[src/rtl/hdmux_arb_pkg.sv]
`default_nettype none
// ============================================================================
// Module  : hdmux_arb_pkg
// Purpose : Shared types and constants for the hdmux2_arb slice
// Revision: 1.0 - initial release
// ============================================================================
package hdmux_arb_pkg;

  // Arbiter ownership states
  typedef enum logic [1:0] {
    IDLE = 2'd0,
    OWN0 = 2'd1,
    OWN1 = 2'd2
  } arb_state_t;

  // Mux select encodings: 0 routes A0 (requester 0), 1 routes A1 (requester 1)
  localparam logic SEL_A0 = 1'b0;
  localparam logic SEL_A1 = 1'b1;

  // Beat counter must hold 0..maxburst
  function automatic int cnt_width(input int maxburst);
    return $clog2(maxburst + 1);
  endfunction

endpackage
`default_nettype wire

[src/rtl/hdmux2_arb_if.sv]
`default_nettype none
// ============================================================================
// Module  : hdmux2_arb_if
// Purpose : Requester / downstream handshake bundle for hdmux2_arb
// Revision: 1.0 - initial release
// ============================================================================
interface hdmux2_arb_if #(
  parameter int W = 8
);
  logic         req0;
  logic         req1;
  logic [W-1:0] d0;
  logic [W-1:0] d1;
  logic         last0;
  logic         last1;
  logic         gnt0;
  logic         gnt1;
  logic         sl;
  logic         zv;
  logic [W-1:0] zd;
  logic         zsrc;
  logic         zrdy;

  // Requesters plus downstream consumer
  modport master (
    output req0, req1, d0, d1, last0, last1, zrdy,
    input  gnt0, gnt1, sl, zv, zd, zsrc
  );

  // Arbiter side
  modport slave (
    input  req0, req1, d0, d1, last0, last1, zrdy,
    output gnt0, gnt1, sl, zv, zd, zsrc
  );
endinterface
`default_nettype wire

[src/rtl/hdmux2_arb_mux.sv]
`default_nettype none
// ============================================================================
// Module  : hdmuxb2_vec
// Purpose : W-bit inverting 2:1 mux, one cell per bit: Z = ~(SL ? A1 : A0)
// Revision: 1.0 - initial release
// ============================================================================
module hdmuxb2_vec
  import hdmux_arb_pkg::*;
#(
  parameter int W = 8
) (
  input  wire logic [W-1:0] a0_i,
  input  wire logic [W-1:0] a1_i,
  input  wire logic         sl_i,
  output logic      [W-1:0] z_o
);

  // One inverting mux cell per data bit
  generate
    for (genvar i = 0; i < W; i++) begin : g_bit
      assign z_o[i] = ~((sl_i == SEL_A1) ? a1_i[i] : a0_i[i]);
    end
  endgenerate

endmodule
`default_nettype wire

[src/rtl/hdmux2_arb.sv]
`default_nettype none
// ============================================================================
// Module  : hdmux2_arb
// Purpose : Two-requester round-robin arbiter with burst cap, driving the
//           select of an inverting 2:1 mux and a one-entry output register
// Revision: 1.0 - initial release
// ============================================================================
module hdmux2_arb
  import hdmux_arb_pkg::*;
#(
  parameter int W        = 8,
  parameter int MAXBURST = 4
) (
  input  wire logic        clk,
  input  wire logic        rst,
  hdmux2_arb_if.slave      bus
);

  localparam int             CW         = cnt_width(MAXBURST);
  localparam logic [CW-1:0]  c_CNT_LAST = CW'(MAXBURST - 1);

  arb_state_t    state_q, state_d;
  logic          sl_q, sl_d;
  logic          lp_q, lp_d;
  logic [CW-1:0] cnt_q, cnt_d;
  logic          zv_q, zv_d;
  logic [W-1:0]  zd_q, zd_d;
  logic          zsrc_q, zsrc_d;

  logic [W-1:0]  w_mux_z;
  logic          w_gnt0, w_gnt1;
  logic          w_own;
  logic          w_in_own;
  logic          w_req_own, w_req_oth, w_last_own;
  logic          w_xfer, w_release;

  hdmuxb2_vec #(.W(W)) u_mux (
    .a0_i (bus.d0),
    .a1_i (bus.d1),
    .sl_i (sl_q),
    .z_o  (w_mux_z)
  );

  // Grants depend only on registered state and downstream ready, never on REQ
  assign w_gnt0     = (state_q == OWN0) & (~zv_q | bus.zrdy);
  assign w_gnt1     = (state_q == OWN1) & (~zv_q | bus.zrdy);
  assign w_own      = (state_q == OWN1);
  assign w_in_own   = (state_q == OWN0) | (state_q == OWN1);
  assign w_req_own  = w_own ? bus.req1  : bus.req0;
  assign w_req_oth  = w_own ? bus.req0  : bus.req1;
  assign w_last_own = w_own ? bus.last1 : bus.last0;
  assign w_xfer     = (w_gnt0 & bus.req0) | (w_gnt1 & bus.req1);
  // An abandoned tenure has no transfer, so LAST plus REQ drop releases once
  assign w_release  = w_in_own &
                      (~w_req_own | (w_xfer & (w_last_own | (cnt_q == c_CNT_LAST))));

  assign bus.gnt0 = w_gnt0;
  assign bus.gnt1 = w_gnt1;
  assign bus.sl   = sl_q;
  assign bus.zv   = zv_q;
  assign bus.zd   = zd_q;
  assign bus.zsrc = zsrc_q;

  // Next-state: output register load/drain, then arbitration and release
  always_comb begin
    state_d = state_q;
    sl_d    = sl_q;
    lp_d    = lp_q;
    cnt_d   = cnt_q;
    zv_d    = zv_q;
    zd_d    = zd_q;
    zsrc_d  = zsrc_q;

    // Re-inverting the mux output recovers the owner's true-polarity data
    if (w_xfer) begin
      zd_d   = ~w_mux_z;
      zsrc_d = w_own;
      zv_d   = 1'b1;
      cnt_d  = cnt_q + CW'(1);
    end else if (bus.zrdy) begin
      zv_d   = 1'b0;
    end

    case (state_q)
      IDLE: begin
        // On a tie the requester not served last wins
        if (bus.req0 && (!bus.req1 || (lp_q == SEL_A1))) begin
          state_d = OWN0;
          sl_d    = SEL_A0;
          lp_d    = SEL_A0;
          cnt_d   = '0;
        end else if (bus.req1) begin
          state_d = OWN1;
          sl_d    = SEL_A1;
          lp_d    = SEL_A1;
          cnt_d   = '0;
        end
      end
      OWN0, OWN1: begin
        if (w_release) begin
          if (w_req_oth) begin
            // Zero-bubble handover to the waiting requester
            state_d = w_own ? OWN0 : OWN1;
            sl_d    = ~w_own;
            lp_d    = ~w_own;
            cnt_d   = '0;
          end else begin
            // SL keeps its value while nobody owns the path
            state_d = IDLE;
          end
        end
      end
      default: state_d = IDLE;
    endcase
  end

  // State and output registers with synchronous reset
  always_ff @(posedge clk) begin
    if (rst) begin
      state_q <= IDLE;
      sl_q    <= SEL_A0;
      lp_q    <= SEL_A1;
      cnt_q   <= '0;
      zv_q    <= 1'b0;
      zd_q    <= '0;
      zsrc_q  <= 1'b0;
    end else begin
      state_q <= state_d;
      sl_q    <= sl_d;
      lp_q    <= lp_d;
      cnt_q   <= cnt_d;
      zv_q    <= zv_d;
      zd_q    <= zd_d;
      zsrc_q  <= zsrc_d;
    end
  end

endmodule
`default_nettype wire

[src/flat_wrapper.sv]
// flat-port wrapper written by rule: the top's interface ports become plain ports
module hdmux2_arb_flat import hdmux_arb_pkg::*;
#(
  parameter int W        = 8,
  parameter int MAXBURST = 4
)
  (clk, rst, bus_req0, bus_req1, bus_d0, bus_d1, bus_last0, bus_last1, bus_zrdy, bus_gnt0, bus_gnt1, bus_sl, bus_zv, bus_zd, bus_zsrc);
  hdmux2_arb_if #(.W(W)) bus_i ();
  input  wire logic clk;
  input  wire logic rst;
  input wire logic [$bits(bus_i.req0)-1:0] bus_req0;
  input wire logic [$bits(bus_i.req1)-1:0] bus_req1;
  input wire logic [$bits(bus_i.d0)-1:0] bus_d0;
  input wire logic [$bits(bus_i.d1)-1:0] bus_d1;
  input wire logic [$bits(bus_i.last0)-1:0] bus_last0;
  input wire logic [$bits(bus_i.last1)-1:0] bus_last1;
  input wire logic [$bits(bus_i.zrdy)-1:0] bus_zrdy;
  output wire logic [$bits(bus_i.gnt0)-1:0] bus_gnt0;
  output wire logic [$bits(bus_i.gnt1)-1:0] bus_gnt1;
  output wire logic [$bits(bus_i.sl)-1:0] bus_sl;
  output wire logic [$bits(bus_i.zv)-1:0] bus_zv;
  output wire logic [$bits(bus_i.zd)-1:0] bus_zd;
  output wire logic [$bits(bus_i.zsrc)-1:0] bus_zsrc;
  assign bus_i.req0 = bus_req0;
  assign bus_i.req1 = bus_req1;
  assign bus_i.d0 = bus_d0;
  assign bus_i.d1 = bus_d1;
  assign bus_i.last0 = bus_last0;
  assign bus_i.last1 = bus_last1;
  assign bus_i.zrdy = bus_zrdy;
  assign bus_gnt0 = bus_i.gnt0;
  assign bus_gnt1 = bus_i.gnt1;
  assign bus_sl = bus_i.sl;
  assign bus_zv = bus_i.zv;
  assign bus_zd = bus_i.zd;
  assign bus_zsrc = bus_i.zsrc;
  hdmux2_arb #(.W(W), .MAXBURST(MAXBURST)) u_core (.clk(clk), .rst(rst), .bus(bus_i));
endmodule
[config.mk]
export PLATFORM = sky130hd
export DESIGN_NAME = hdmux2_arb_flat
export DESIGN_NICKNAME = d
export VERILOG_FILES = /design/src/rtl/hdmux_arb_pkg.sv /design/src/rtl/hdmux2_arb_if.sv /design/src/rtl/hdmux2_arb_mux.sv /design/src/rtl/hdmux2_arb.sv /design/src/flat_wrapper.sv
export SDC_FILE = /design/constraint.sdc
export NUM_CORES = 1
export LEC_CHECK = 0
export CORE_UTILIZATION = 46
export DETAILED_ROUTE_END_ITERATION = 10
export PLACE_DENSITY = 0.83
export SYNTH_ARGS = -nofsm -noshare
export SYNTH_HDL_FRONTEND = slang
export SYNTH_HIERARCHICAL = 1
export SYNTH_SLANG_ARGS = --single-unit
[constraint.sdc]
create_clock -name clk -period 2.7 [get_ports clk]
set_input_delay 0.54 -clock clk [delete_from_list [all_inputs] [get_ports clk]]
set_output_delay 0.54 -clock clk [all_outputs]
set_load 0.005 [all_outputs]
# --- Word-level counts from Yosys, hierarchy flattened ---
# Index checks and enable logic that the tools add are counted.
word_totals:
  register_bits: 17
  wordCells: 76
op_classes:
  n_reduce_logical: 9
  addsub: 1
  mux: 30
  bitwise_logic: 23
  eq_ne: 6
ops:
  columns: ["op", "n"]
  rows:
  - ["$mux W1", 17]
  - ["$mux W3", 5]
  - ["$not A1 Y1", 11]
  - ["$mux W2", 5]
  - ["$not A8 Y8", 1]
  - ["$and A1 B1 Y1", 6]
  - ["$pmux W3 S2", 1]
  - ["$or A1 B1 Y1", 5]
  - ["$ne A2 B1 Y1 const B", 2]
  - ["$pmux W2 S2", 1]
  - ["$reduce_and A4 Y1", 1]
  - ["$reduce_bool A2 Y1", 2]
  - ["$add A3 B1 Y3 const B", 1]
  - ["$eq A3 B2 Y1 const B", 1]
  - ["$ne A3 B2 Y1 const B", 1]
  - ["$eq A2 B1 Y1 const B", 1]
  - ["$eq A2 B2 Y1 const B", 1]
  - ["$logic_not A2 Y1", 1]
  - ["$pmux W1 S2", 1]
  - ["$reduce_and A2 Y1", 1]
  - ["$reduce_or A2 Y1", 1]
  - ["$logic_and A1 B1 Y1", 1]
  - ["$logic_not A1 Y1", 1]
  - ["$logic_or A1 B1 Y1", 1]

# --- Longest topological paths before layout ---
logic_depth:
  word_depth: 10
  depth_mapped: 7
  depth_no_buf: 7

# --- Cells and area by module ---
# Netlist, hierarchy kept.
modules_own_cells:
  columns: ["module", "seq_area_each_um2", "cells_per_inst", "area_per_inst_um2", "instances"]
  rows:
  - ["hdmux2_arb", 340.3, 95, 848.3, 1]
  - ["hdmuxb2_vec", 0.0, 9, 91.3, 1]

# --- Worst setup path before layout ---
# Ideal clock, no wire load.
synth_timing:
  kind: "register to register"
  from: "reg u_core.state_q[0]"
  to: "reg u_core.sl_q, in the netlist u_core/bus.sl"
  stages_incl_launch_ff: 8
  arrival_ns: 1.681
  slack_ns: 0.948
  setup_time_ns: 0.070
  period_less_slack_ns: 1.752
  required_ns: 2.630
  cell_sequence: "dfxtp_1 > inv_1 > ha_1 > mux2i_1 > a211oi_2 > o22ai_1 > a2111o_1 > a21oi_1"
synth_between:
  elab_chain_len: 9
  word_cells_on_any_way: 27
synth_lines:
  columns: ["element", "line", "text"]
  rows:
  - ["start: declaration", "hdmux2_arb.sv:22", "arb_state_t state_q, state_d;"]
  - ["start signal: assignment", "hdmux2_arb.sv:128", "state_q <= state_d;"]
  - ["$eq A2 B2 Y1 *", "hdmux2_arb.sv:47", "assign w_own = (state_q == OWN1);"]
  - ["via u_core.w_own", "hdmux2_arb.sv:32", "logic w_own;"]
  - ["$and A1 B1 Y1", "hdmux2_arb.sv:46", "assign w_gnt1 = (state_q == OWN1) & (~zv_q | bus.zrdy);"]
  - ["$and A1 B1 Y1", "hdmux2_arb.sv:52", "assign w_xfer = (w_gnt0 & bus.req0) | (w_gnt1 & bus.req1);"]
  - ["$or A1 B1 Y1", "hdmux2_arb.sv:52", null]
  - ["$and A1 B1 Y1", "hdmux2_arb.sv:55", "(~w_req_own | (w_xfer & (w_last_own | (cnt_q == c_CNT_LAST))));"]
  - ["$or A1 B1 Y1", "hdmux2_arb.sv:55", null]
  - ["$and A1 B1 Y1", "hdmux2_arb.sv:54", "assign w_release = w_in_own &"]
  - ["$ne A2 B1 Y1 (no source line)", null, null]
  - ["$reduce_and A4 Y1 (no source line)", null, null]
  - ["end signal: assignment", "hdmux2_arb.sv:129", "sl_q <= sl_d;"]
  - ["end: declaration", "hdmux2_arb.sv:23", "logic sl_q, sl_d;"]
# Mark *: on every way through the listed nets, which the timed path passes. The rest lies on a longest branch. The select of a mux whose other input is x is not followed.
# A chain may end at the register's enable or synchronous reset.

# --- Final worst setup path ---
layout_timing:
  from: "in bus_zrdy"
  to: "out bus_gnt0"
layout_between:
  elab_chain_len: 2
layout_lines:
  columns: ["element", "line", "text"]
  rows:
  - ["start: declaration", "flat_wrapper.sv:17", "input wire logic [$bits(bus_i.zrdy)-1:0] bus_zrdy;"]
  - ["$or A1 B1 Y1", "hdmux2_arb.sv:45", "assign w_gnt0 = (state_q == OWN0) & (~zv_q | bus.zrdy);"]
  - ["$and A1 B1 Y1", "hdmux2_arb.sv:45", null]
  - ["end: declaration", "flat_wrapper.sv:18", "output wire logic [$bits(bus_i.gnt0)-1:0] bus_gnt0;"]
# Every way passes these cells.

==> key figures <==
STA
  • Final Slew Violations: 0
  • Setup slack of the critical path after layout: 365 ps
  • Final total negative setup slack: 0 ps
  • Total setup violations reported at the end of the flow: 0
  • Count of endpoints failing hold in the final timing report: 0
  • Relative max-transition margin: 0.660
  • Actual slew at the worst max-slew pin: 509 ps
  • Min Clock Period, post-route: 2340 ps
  • Setup clock skew after layout: 8.13 ps
  • Peak Freq: 0.428 GHz
  • Part of the cycle the worst path needs: 0.865
  • Unrepaired setup endpoints after global routing: no

Clocking
  • H-tree levels: 1
  • TritonCTS clock tree: yes
  • Skew-Pair Late Insertion Delay: 280 ps
  • Number of buffers inserted during clock tree synthesis: 3
  • CTS max path bufs: 2
  • Clk root buf: sky130_fd_sc_hd__clkbuf_4
  • CTS Sinks: 17
  • Setup repair bufs after CTS: 0
  • Clock input transition at the sequential cells of the worst setup and hold paths: 90 ps
  • CTS-repair resized insts: 0
  • Number of hold-repair buffers added at the cts stage: 0

Layout
  • Multi-input logic area: 553 sq um
  • Number of nets in the final layout: 172
  • Diode insertion count for antenna repair: 0
  • Most used cells in the layout excluding fill and tap cells: sky130_fd_sc_hd__clkdlybuf4s50_1, sky130_fd_sc_hd__dfxtp_1, sky130_fd_sc_hd__nor2_1
  • Most common library cell in the layout ignoring fill and taps: sky130_fd_sc_hd__clkdlybuf4s50_1
  • Sequential cell area: 340 sq um
  • Synthesis-to-finish area growth: 42.5%
  • Fillers: 145
  • Final design area excluding fillers: 1340 sq um
  • Final standard cell utilization of the core: 0.735
  • Share of post-route cells with drive strength above 1: 0.0496

Hold path
  • Hold Path Class: flip-flop to flip-flop

Routing
  • Post-route antenna net violation count: 0
  • DRC violations left: 0
  • Avg Vias per Cell: 5.07
  • DRT Wirelength: 2080 microns
  • DRT Pass-1 Iters: 4
  • DR vias: 841
  • Routed wire per std cell: 12.5 microns
  • Violation count after the first detailed-route iteration: 8

Global routing
  • GRT Util Overall: 0.219
  • Pin count of the biggest net entering global routing: 22
  • Antenna violations before repair: 0
  • Vias in the first global route: 822
  • Wire length of the first global-routing pass: 3390 microns
  • Total global routing overflow: 0

Run status
  • Outcome: finished, final reports clean

Floorplan
  • Area of the die: 2230 sq um
  • Core box area: 1820 sq um
  • Chip Width: 47.2 microns
  • Die outline height: 47.2 microns
  • Cell Rows: 15
  • Initial cell density of the core: 0.516
  • I/O Pins: 36

Yosys
  • Register bit count reported by yosys: 17
  • Sequential area share after synthesis: 0.362
  • Mean cell area of the mapped netlist: 9.04 sq um
  • Synthesized instance count: 104
  • Area of the mapped netlist: 940 sq um
  • Count of unique library cells instantiated by Yosys: 26
  • Cell type with the highest aggregate area in the netlist: sky130_fd_sc_hd__dfxtp_1
  • Total of warnings raised by yosys: 6
  • Cell types occupying the most area after synthesis: sky130_fd_sc_hd__dfxtp_1, sky130_fd_sc_hd__mux2i_1, sky130_fd_sc_hd__ha_1
  • Yosys top cell area share: 0.362
  • Syn_nets: 134

Power
  • Tot Pwr: 1.24 mW
  • Sequential group share of total power: 0.326
  • Share of total power in the clock network: 0.106
  • Leakage Power: 0.492 nW
  • Switching component of the power: 477 uW
  • Maximum ir drop on the vdd rail: 0.644 mV
  • Total internal power: 767 uW
  • Proportion of total power due to net switching: 0.383
  • Proportion of power drawn by combinational gates: 0.568
  • Power density cells: 929 nW/um^2

Setup path
  • Endpoint class of the critical path: output port
  • Data required time of the worst path: 2160 ps
  • Data arrival at the endpoint of the critical path: 1800 ps
  • List of cells traversed by the critical path: clkdlybuf4s50_1 -> nand2b_1 -> and2_1 -> clkdlybuf4s50_1
  • Setup CP Type: primary input to output port
  • Cell family contributing the most delay on the critical path: buffers and inverters
  • CP Buf/Inv Count: 2
  • Kind of start point of the critical path: primary input
  • Maximum fanout along the worst path: 3
  • Crit-path most repeated cell: sky130_fd_sc_hd__clkdlybuf4s50_1
  • Critical path's largest stage delay: 490 ps
  • Max stage delay cell, worst path: sky130_fd_sc_hd__clkdlybuf4s50_1

Place
  • Post-DP Area: 1310 sq um
  • DP HPWL: 1670 microns
  • Dpl ws: 360 ps
  • Port buffer count: 35
  • Routability-driven placement congestion ratio: 0.891

Flow run
  • Max-cap viol count: 0
## layer usage
| metal | share of wire | track usage |
|---|---|---|
| met1 | 0.44 | 0.271 |
| met3 | 0.051 | 0.0423 |
| met5 | 0 | 0 |
| met2 | 0.50 | 0.372 |
| met4 | 0.0067 | 0.0857 |
## cell families after synthesis
logic type / synth area share
buffers and inverters: 0.0493
AND/OR/NAND/NOR: 0.146
flip-flops: 0.362
XOR/XNOR: 0.00932
adder cells (fa/ha/maj): 0.0932
multiplexers: 0.128
AO/OA/AOI/OAI: 0.212
## power by group through the flow
stage | combinational, mW | clock [mW] | sequential [mW]
3_3_place_gp | 0.685 | 0 | 0.406
6_report | 0.707 | 0.131 | 0.405
5_1_grt | 0.789 | 0.147 | 0.417
2_1_floorplan | 0.465 | 0 | 0.391
3_5_place_dp | 0.704 | 0 | 0.411
4_1_cts | 0.709 | 0.138 | 0.406
## sequential cells by signal (all words and copies together), names as in the netlist
name / cells
u_core/bus.sl: 1
u_core/bus.zv: 1
u_core/state_q: 2
u_core/cnt_q: 3
u_core/bus.zsrc: 1
u_core/bus.zd: 8
u_core/lp_q: 1
## layout make-up
cell class | instances | share of cell area
multi-input combinational | 77 | 0.413
clock buffer | 4 | 0.0196
timing repair buffer | 37 | 0.273
tap | 25 | 0.0234
inverter | 6 | 0.0168
sequential | 17 | 0.254
## path summary, 6_finish.rpt
| kind | start | to | slack (ps) | cells past startpoint |
|---|---|---|---|---|
| worst max-delay path | bus_zrdy | bus_gnt0 | 360 | 4 |
| worst min-delay path | u_core/state_q[0] | u_core/state_q[0] | 510 | 2 |
| worst max register to register | u_core/state_q[0] | u_core/bus.sl | 670 | 7 |
| worst min register to register | u_core/state_q[0] | u_core/state_q[0] | 510 | 2 |
## worst register-to-register path, stage by stage, from the launching register on
cell                       delay, ps
sky130_fd_sc_hd__dfxtp_1         380
sky130_fd_sc_hd__inv_1            90
sky130_fd_sc_hd__ha_1            280
sky130_fd_sc_hd__mux2i_1         170
sky130_fd_sc_hd__a211oi_2        260
sky130_fd_sc_hd__o22ai_1         220
sky130_fd_sc_hd__a2111o_1        410
sky130_fd_sc_hd__a21oi_1         140
## through the flow
stage	hold WS, ps	instances
floorplan	465	104
global placement	474	162
detailed placement	485	162
CTS	510	166
global route	535	166
finish	507	166
## synthesized netlist by cell type, drive strengths merged
library cell	n
xnor2	1
a22oi	1
or2b	2
mux2i	12
and2	3
o31ai	1
buf	2
nand3	1
a21oi	6
o21bai	1
o21ai	4
nand2b	2
o211ai	2
o22ai	1
a2111o	1
nor2	14
inv	6
nand2	4
clkbuf	2
nor2b	3
o22a	1
a211oi	10
dfxtp	17
ha	7
Power figures use the tool's default switching activity.
